[config.mk]
export PLATFORM = sky130hd
export DESIGN_NAME = itr_ctrl_flat
export DESIGN_NICKNAME = d
export VERILOG_FILES = /design/src/rtl/itr_ctrl_pkg.sv /design/src/rtl/itr_ctrl_if.sv /design/src/rtl/itr_ctrl_prio_enc.sv /design/src/rtl/itr_ctrl.sv /design/src/flat_wrapper.sv
export SDC_FILE = /design/constraint.sdc
export NUM_CORES = 1
export LEC_CHECK = 0
export ABC_AREA = 0
export BUFFER_PORTS_ARGS = -buffer_cell sky130_fd_sc_hd__buf_2
export CAP_MARGIN = 10
export CORE_MARGIN = 10
export CORE_UTILIZATION = 40
export DETAILED_ROUTE_END_ITERATION = 8
export PLACE_DENSITY = 0.83
export SYNTH_ARGS = -nofsm -noshare
export SYNTH_HDL_FRONTEND = slang
export SYNTH_SLANG_ARGS = --single-unit
export TNS_END_PERCENT = 1
[constraint.sdc]
create_clock -name clk -period 1.52 [get_ports clk]
set_input_delay 0.152 -clock clk [delete_from_list [all_inputs] [get_ports clk]]
set_output_delay 0.152 -clock clk [all_outputs]
set_load 0.02 [all_outputs]
[src/rtl/itr_ctrl_pkg.sv]
// Shared definitions for the interrupt controller.
// Holds the FSM state encoding and the default I/O addresses of the mask and
// acknowledge registers.
package itr_ctrl_pkg;

  typedef enum logic [1:0] {
    StIdle    = 2'd0,
    StFire    = 2'd1,
    StService = 2'd2,
    StGuard   = 2'd3
  } state_e;

  localparam int unsigned MskAddDefault = 6;
  localparam int unsigned AckAddDefault = 7;

endpackage

[src/rtl/itr_ctrl_if.sv]
// Bus between the core, the interrupt sources and the interrupt controller.
//   src      : interrupt request lines, bit i = source i
//   out_en   : core output strobe
//   addr_out : core output address
//   data_out : core output data
//   itr      : one-cycle interrupt pulse to the core
//   itr_id   : index of the source being serviced
//   busy     : interrupt fired or in service
// master = core/source side, slave = controller side.
interface itr_ctrl_if #(
  parameter int unsigned NSRC   = 4,
  parameter int unsigned NUBITS = 32,
  parameter int unsigned NUIOOU = 8
) ();

  localparam int unsigned IdW = (NSRC > 1) ? $clog2(NSRC) : 1;
  localparam int unsigned AW  = (NUIOOU > 1) ? $clog2(NUIOOU) : 1;

  logic [NSRC-1:0]   src;
  logic              out_en;
  logic [AW-1:0]     addr_out;
  logic [NUBITS-1:0] data_out;
  logic              itr;
  logic [IdW-1:0]    itr_id;
  logic              busy;

  modport master (
    output src, out_en, addr_out, data_out,
    input  itr, itr_id, busy
  );

  modport slave (
    input  src, out_en, addr_out, data_out,
    output itr, itr_id, busy
  );

endinterface

[src/rtl/itr_ctrl_prio_enc.sv]
// Fixed-priority encoder: reports the lowest set bit of req_i.
//   req_i : request vector
//   idx_o : index of the lowest set bit (0 when none)
//   vld_o : at least one request set
module prio_enc #(
  parameter int unsigned N = 4
) (
  input  logic [N-1:0]                       req_i,
  output logic [((N > 1) ? $clog2(N) : 1)-1:0] idx_o,
  output logic                               vld_o
);

  localparam int unsigned IdxW = (N > 1) ? $clog2(N) : 1;

  // Scan from the top so the lowest index is assigned last and wins.
  always_comb begin
    idx_o = '0;
    vld_o = 1'b0;
    for (int i = int'(N) - 1; i >= 0; i--) begin
      if (req_i[i]) begin
        idx_o = IdxW'(i);
        vld_o = 1'b1;
      end
    end
  end

endmodule

[src/rtl/itr_ctrl.sv]
// Interrupt controller: edge-detects NSRC request lines into a pending set,
// gates them with a core-written mask, and fires one interrupt at a time to the
// core, lowest index first. The core acknowledges by writing ACKADD, after
// which NGUARD idle cycles pass before the next interrupt may fire.
//   clk, rst : clock and synchronous active-high reset
//   bus      : slave side of itr_ctrl_if (src/out_en/addr_out/data_out in,
//              itr/itr_id/busy out)
module itr_ctrl
  import itr_ctrl_pkg::*;
#(
  parameter int unsigned NSRC   = 4,
  parameter int unsigned NUBITS = 32,
  parameter int unsigned NUIOOU = 8,
  parameter int unsigned MSKADD = MskAddDefault,
  parameter int unsigned ACKADD = AckAddDefault,
  parameter int unsigned NGUARD = 4
) (
  input  logic      clk,
  input  logic      rst,
  itr_ctrl_if.slave bus
);

  localparam int unsigned IdW = (NSRC > 1) ? $clog2(NSRC) : 1;
  localparam int unsigned AW  = (NUIOOU > 1) ? $clog2(NUIOOU) : 1;
  localparam int unsigned GW  = (NGUARD > 1) ? $clog2(NGUARD) : 1;

  state_e            state_q, state_d;
  logic [NSRC-1:0]   pending_q, pending_d;
  logic [NSRC-1:0]   mask_q, mask_d;
  logic [NSRC-1:0]   src_prev_q;
  logic              hist_vld_q;
  logic [GW-1:0]     gcnt_q, gcnt_d;
  logic [IdW-1:0]    id_q, id_d;

  logic [NSRC-1:0]   src_rise;
  logic [NSRC-1:0]   ack_clr;
  logic [NSRC-1:0]   eligible;
  logic [IdW-1:0]    win_idx;
  logic              win_vld;
  logic              msk_wr;
  logic              ack_wr;
  logic              unused_data;

  assign unused_data = ^bus.data_out;

  assign msk_wr = bus.out_en && (bus.addr_out == AW'(MSKADD));
  assign ack_wr = bus.out_en && (bus.addr_out == AW'(ACKADD));

  // History is invalid on the first cycle after reset so a line already high
  // when reset releases is not mistaken for an edge.
  assign src_rise = bus.src & ~src_prev_q & {NSRC{hist_vld_q}};
  assign eligible = pending_q & mask_q;

  prio_enc #(
    .N (NSRC)
  ) u_prio_enc (
    .req_i (eligible),
    .idx_o (win_idx),
    .vld_o (win_vld)
  );

  always_comb begin
    state_d = state_q;
    id_d    = id_q;
    gcnt_d  = gcnt_q;
    ack_clr = '0;
    unique case (state_q)
      StIdle: begin
        if (win_vld) begin
          id_d    = win_idx;
          state_d = StFire;
        end
      end
      StFire: state_d = StService;
      StService: begin
        if (ack_wr) begin
          ack_clr[id_q] = 1'b1;
          gcnt_d        = GW'(NGUARD - 1);
          state_d       = StGuard;
        end
      end
      StGuard: begin
        if (gcnt_q == '0) begin
          state_d = StIdle;
        end else begin
          gcnt_d = gcnt_q - 1'b1;
        end
      end
      default: state_d = StIdle;
    endcase
  end

  // A new edge beats a simultaneous ack clear.
  assign pending_d = (pending_q & ~ack_clr) | src_rise;
  assign mask_d    = msk_wr ? bus.data_out[NSRC-1:0] : mask_q;

  always_ff @(posedge clk) begin
    if (rst) begin
      state_q    <= StIdle;
      pending_q  <= '0;
      mask_q     <= '0;
      src_prev_q <= '0;
      hist_vld_q <= 1'b0;
      gcnt_q     <= '0;
      id_q       <= '0;
    end else begin
      state_q    <= state_d;
      pending_q  <= pending_d;
      mask_q     <= mask_d;
      src_prev_q <= bus.src;
      hist_vld_q <= 1'b1;
      gcnt_q     <= gcnt_d;
      id_q       <= id_d;
    end
  end

  assign bus.itr    = (state_q == StFire);
  assign bus.busy   = (state_q == StFire) || (state_q == StService);
  assign bus.itr_id = id_q;

endmodule

[src/flat_wrapper.sv]
// flat-port wrapper written by rule: the top's interface ports become plain ports
module itr_ctrl_flat import itr_ctrl_pkg::*;
#(
  parameter int unsigned NSRC   = 4,
  parameter int unsigned NUBITS = 32,
  parameter int unsigned NUIOOU = 8,
  parameter int unsigned MSKADD = MskAddDefault,
  parameter int unsigned ACKADD = AckAddDefault,
  parameter int unsigned NGUARD = 4
)
  (clk, rst, bus_src, bus_out_en, bus_addr_out, bus_data_out, bus_itr, bus_itr_id, bus_busy);
  itr_ctrl_if #(.NSRC(NSRC), .NUBITS(NUBITS), .NUIOOU(NUIOOU)) bus_i ();
  input  logic clk;
  input  logic rst;
  input wire logic [$bits(bus_i.src)-1:0] bus_src;
  input wire logic [$bits(bus_i.out_en)-1:0] bus_out_en;
  input wire logic [$bits(bus_i.addr_out)-1:0] bus_addr_out;
  input wire logic [$bits(bus_i.data_out)-1:0] bus_data_out;
  output wire logic [$bits(bus_i.itr)-1:0] bus_itr;
  output wire logic [$bits(bus_i.itr_id)-1:0] bus_itr_id;
  output wire logic [$bits(bus_i.busy)-1:0] bus_busy;
  assign bus_i.src = bus_src;
  assign bus_i.out_en = bus_out_en;
  assign bus_i.addr_out = bus_addr_out;
  assign bus_i.data_out = bus_data_out;
  assign bus_itr = bus_i.itr;
  assign bus_itr_id = bus_i.itr_id;
  assign bus_busy = bus_i.busy;
  itr_ctrl #(.NSRC(NSRC), .NUBITS(NUBITS), .NUIOOU(NUIOOU), .MSKADD(MSKADD), .ACKADD(ACKADD), .NGUARD(NGUARD)) u_core (.clk(clk), .rst(rst), .bus(bus_i));
endmodule
Yosys cells after proc, flatten, opt, wreduce, memory -nomap -nowiden
Index checks and enable logic that the tools add are counted.
{ "word_totals": {"wordCells": 55, "ff_bits": 19, "inputBits": 42} }
{ "op_classes": {"addsub": 1, "muxes": 19, "n_reduce_logical": 10, "n_eq_ne": 9, "bitwise": 7, "n_lt_le_gt_ge": 2} }
{ "op_table": {"columns": ["cell", "count"], "rows": [
  ["bitwise AND 4 bit", 4],
  ["two-way mux 2 bit", 8],
  ["two-way mux 4 bit", 2],
  ["inverter 4 bit", 2],
  ["case mux 2 bit (4 select lines)", 1],
  ["equality test 3 bit (second input constant)", 2],
  ["two-way mux 1 bit", 6],
  ["AND reduction 3 bit", 2],
  ["equality test 2 bit (second input constant)", 2],
  ["logical NOT 2 bit", 2],
  ["inequality test 2 x 1 -> 1 bit (second input constant)", 2],
  ["inequality test 2 bit (second input constant)", 2],
  ["bitwise OR 4 bit", 1],
  ["case mux 2 bit (2 select lines)", 1],
  ["logical AND 1 bit", 3],
  ["< comparator 2 x 3 -> 1 bit (second input constant)", 1],
  ["demux 1 bit (select 2 bit)", 1],
  ["equality test 2 x 1 -> 1 bit (second input constant)", 1],
  ["greater-or-equal comparator 2 x 1 -> 1 bit (second input constant)", 1],
  ["AND reduction 2 bit", 1],
  ["nonzero test 2 bit", 1],
  ["subtractor 2 x 1 -> 2 bit (second input constant)", 1],
  ["logical OR 1 bit", 1]
]} }

Depth between registers and ports, before layout
{ "depth": {"word_depth": 9, "depth_mapped": 6} }

By module
Synthesis repeated with hierarchy kept, for this count alone.
{ "unflattened": {"cells_unflattened": 99, "area_unflattened_um2": 907.1} }
{ "by_module_without_submodules": {"columns": ["module", "area_per_inst_um2", "seq_area_each_um2", "n_inst", "cells_each"], "rows": [
  ["itr_ctrl", 872.1, 380.4, 1, 92],
  ["prio_enc", 35.0, 0.0, 1, 7]
]} }

Least setup slack after synthesis
No wires, ideal clock.
{ "synth_timing": {"kind": "register -> register", "startpoint": "register u_core.state_q[1]", "endpoint": "register u_core.state_q[1]", "required_ns": 1.435, "setup_ns": 0.085, "n_path_buf": 0, "path_stages_with_launch": 7, "arrival_ns": 1.318, "period_less_slack_ns": 1.403, "setup_slack_ns": 0.117, "cell_sequence": "dfxtp_1 inv_1 ha_1 inv_1 or3_1 and2_4 o31ai_2"} }
{ "synth_between": {"elab_chain_cells": 3} }
{ "synth_lines": {"columns": ["item", "line", "rtl"], "rows": [
  ["start, declared", "itr_ctrl.sv:27", "state_e state_q, state_d;"],
  ["start signal, assigned", "itr_ctrl.sv:99", "state_q <= StIdle;"],
  ["start signal, assigned", "itr_ctrl.sv:107", "state_q <= state_d;"],
  ["equality test 2 bit / logical NOT 2 bit (equally long branches)", "itr_ctrl.sv:67", "unique case (state_q)"],
  ["inequality test 2 x 1 -> 1 bit (no line) / inequality test 2 bit (equally long branches)", null, null],
  ["AND reduction 3 bit (no line)", null, null]
]} }
Parallel ways exist; a longest one is shown, timed or not.
A chain may end at the register's enable or synchronous reset.

Worst setup path after layout
{ "layout_timing": {"startpoint": "register u_core.state_q[0]", "endpoint": "register u_core.state_q[1]"} }
The elaborated chain is that of the path after synthesis.

==> impl_metrics.env <==
export IMPL_drtPass1Iterations=4
export IMPL_cp_end_kind="flop"
export IMPL_dp_hpwl_um=1410
export IMPL_status="complete, no violations"
export IMPL_power_mw=1.25
export IMPL_vias_per_cell=5.21
export IMPL_dieArea_mm2=0.00443
export IMPL_hp_class="in2reg"
export IMPL_num_antenna_cells=0
export IMPL_cts_tree="yes"
export IMPL_via_count=735
export IMPL_grt_pass1_vias=758
export IMPL_synth_area_per_cell_um2=9.34
export IMPL_synth_area_leaders="dfxtp_1, ha_1, a21oi_1, mux2i_1, nor2b_1"
export IMPL_slew_headroom=0.780
export IMPL_grt_total_usage=0.0932
export IMPL_cts_hold_buf=0
export IMPL_die_x_um=66.6
export IMPL_async_flop_share=0
export IMPL_cts_htree_levels=1
export IMPL_totalNegativeSetupSlack_ns=0
export IMPL_crit_arrival_ns=1.64
export IMPL_hold_violations=0
export IMPL_nets=163
export IMPL_post_cts_buffers=0
export IMPL_synth_largest_area_cell="dfxtp_1"
export IMPL_worstRegToRegCells=6
export IMPL_holdPathEnd="u_core.mask_q[0]"
export IMPL_start_util=0.429
export IMPL_wl_per_cell_um=13.6
export IMPL_drcViolationCount=0
export IMPL_final_util=0.525
export IMPL_drt_total_wl_um=1920
export IMPL_syn_nets=141
export IMPL_dpl_instance_area_um2=995
export IMPL_final_antenna_net_count=0
export IMPL_cellPowerDensity_mw_per_mm2=1170
export IMPL_synthFlopType="dfxtp_1"
export IMPL_worstReg2RegStart="u_core.state_q[0]"
export IMPL_grt_overflow=0
export IMPL_crit_chain="inv_4 > ha_4 > inv_1 > or3_1 > and2_4 > o31ai_2"
export IMPL_ff2ff_setup_slack_ns=0.10
export IMPL_synth_seq_cells=19
export IMPL_fin_crit_ns=1.42
export IMPL_yosysTopAreaCellShare=0.438
export IMPL_fill_cells=182
export IMPL_io_buffers=17
export IMPL_synth_warnings=0
export IMPL_die_y_um=66.6
export IMPL_critPathKind="reg2reg"
export IMPL_post_place_ws_ns=0.0226
export IMPL_finalInstanceArea_mm2=0.00106
export IMPL_clk_pin_slew_ns=0.11
export IMPL_gp_congestion=0.756
export IMPL_slowest_delay_ns=0.39
export IMPL_maxCapViolations=0
export IMPL_drt_initial_drc_count=34
export IMPL_crit_fanout=4
export IMPL_yosysSeqAreaShare=0.438
export IMPL_finalNonFillerCells=141
export IMPL_crit_path_top_delay_cell="or3_1"
export IMPL_regArea_um2=383
export IMPL_clock_sinks=19
export IMPL_core_area_mm2=0.00202
export IMPL_grt_pass1_wl_um=3280
export IMPL_syn_to_final_growth_pct=22.3
export IMPL_final_max_slew_viol_count=0
export IMPL_hold_depth=3
export IMPL_crit_family="simple AND/OR/NAND/NOR gates"
export IMPL_finalWorstSetupSlack_ns=0.101
export IMPL_skew_ns=0.00260
export IMPL_root_buffer="clkbuf_4"
export IMPL_grt_antenna_before_repair=0
export IMPL_yosysUniqueCellTypes=28
export IMPL_grt_max_degree=16
export IMPL_worstPathRequired_ns=1.74
export IMPL_ir_drop_mv=0.534
export IMPL_post_route_period_util=0.933
export IMPL_multi_input_comb_area_um2=489
export IMPL_r2r_end="u_core.state_q[1]"
export IMPL_whs_ns=0.0742
export IMPL_p_leak_nw=0.457
export IMPL_path_buf_inv=2
export IMPL_dp_cells=137
export IMPL_worstHoldStart="bus_data_out[0]"
export IMPL_row_count=16
export IMPL_setup_viol=0
export IMPL_clk_latency_ns=0.30
export IMPL_fmax_mhz=705
export IMPL_pin_count=46
export IMPL_synthCells=93
export IMPL_drive_above_1_share=0.325
export IMPL_synth_edff_count=0
export IMPL_cts_buffers=3
export IMPL_tightest_slew_ns=0.330
export IMPL_syn_area_um2=868
export IMPL_clockBufferDepth=2
export IMPL_worstSetupStartpointType="flop"
[flip-flops by register name, indices dropped and copies added, names as in the netlist]
| name | flops |
|---|---|
| u_core.src_prev_q | 4 |
| u_core.bus.itr_id | 2 |
| u_core.mask_q | 4 |
| u_core.gcnt_q | 2 |
| u_core.pending_q | 4 |
| u_core.hist_vld_q | 1 |
| u_core.state_q | 2 |
[cell usage after synthesis, types with 2 or more instances]
cell	instances
clkbuf_1	2
nand2_1	6
mux2i_1	5
a21oi_1	10
o21ai_0	6
nor2b_1	5
inv_1	7
nand4_1	3
dfxtp_1	19
ha_1	6
nand3b_1	2
nor2_1	6
[worst max-delay path by stage]
| stage | depth (start not counted) | slack (ns) | endpoint | start |
|---|---|---|---|---|
| 5_1_grt | 6 | -0.02 | u_core.state_q[0] | u_core.gcnt_q[0] |
| 3_3_place_gp | 6 | 0.07 | u_core.state_q[1] | u_core.state_q[0] |
| 3_5_place_dp | 6 | 0.02 | u_core.gcnt_q[1] | u_core.state_q[0] |
| 4_1_cts | 6 | 0.007 | u_core.state_q[1] | u_core.state_q[0] |
| 2_1_floorplan | 6 | 0.12 | u_core.state_q[1] | u_core.state_q[1] |
| 6_report | 6 | 0.10 | u_core.state_q[1] | u_core.state_q[0] |
[area by class of cell]
type,count,area share
Multi-Input combinational cell,65,0.461
Sequential cell,19,0.360
Timing Repair Buffer,19,0.0942
Tap cell,27,0.0318
Inverter,7,0.0271
Clock buffer,3,0.0212
Clock inverter,1,0.00471
[worst reg2reg max path, cell delays in order, from the launching register on]
cell and delay [ns]:
dfxtp_2 0.36, inv_4 0.08, ha_4 0.15, inv_1 0.03, or3_1 0.39, and2_4 0.16, o31ai_2 0.16
[layout by cell type (no fill, tap or decap), types with 3 or more instances in the layout]
| master | netlist | final |
|---|---|---|
| buf_2 | 0 | 17 |
| mux2i_1 | 5 | 5 |
| o21ai_0 | 6 | 6 |
| ha_1 | 6 | 3 |
| inv_1 | 7 | 5 |
| nand2_1 | 6 | 6 |
| clkbuf_4 | 0 | 3 |
| dfxtp_1 | 19 | 17 |
| a21oi_1 | 10 | 8 |
| nand4_1 | 3 | 3 |
| nor2_1 | 6 | 6 |
| nor2b_1 | 5 | 5 |
[layer usage]
| layer | up-vias | routed length (um) | GRT usage |
|---|---|---|---|
| li1 | 372 | - | - |
| met1 | 338 | 840 | 0.103 |
| met2 | 23 | 875 | 0.145 |
| met3 | 2 | 181 | 0.0518 |
| met4 | 0 | 19 | 0.0366 |
| met5 | - | 0 | 0 |
[timing repair]
| action | CTS | global route |
|---|---|---|
| setup endpoints to repair | 2 | 5 |
| pin swaps | 0 | 1 |
| resized for setup | 1 | 11 |
[report_power, final]
group | leakage, nW | internal, mW | total (mW) | switching (mW)
combinational | 0.283 | 0.193 | 0.407 | 0.214
clock | 0.0177 | 0.0981 | 0.256 | 0.158
sequential | 0.157 | 0.543 | 0.584 | 0.0410
total | 0.457 | 0.833 | 1.25 | 0.413
[logic make-up (layout without fill, tap and decap cells)]
group                    count (synthesis)  in the layout  share of synthesized area
flip-flops                              19             19                      0.438
adder cells (fa/ha/maj)                  6              6                     0.0865
AO/OA/AOI/OAI                           24             24                      0.179
buffers and inverters                    9             30                     0.0389
multiplexers                             6              6                     0.0706
AND/OR/NAND/NOR                         29             29                      0.187
Power figures use the tool's default switching activity.
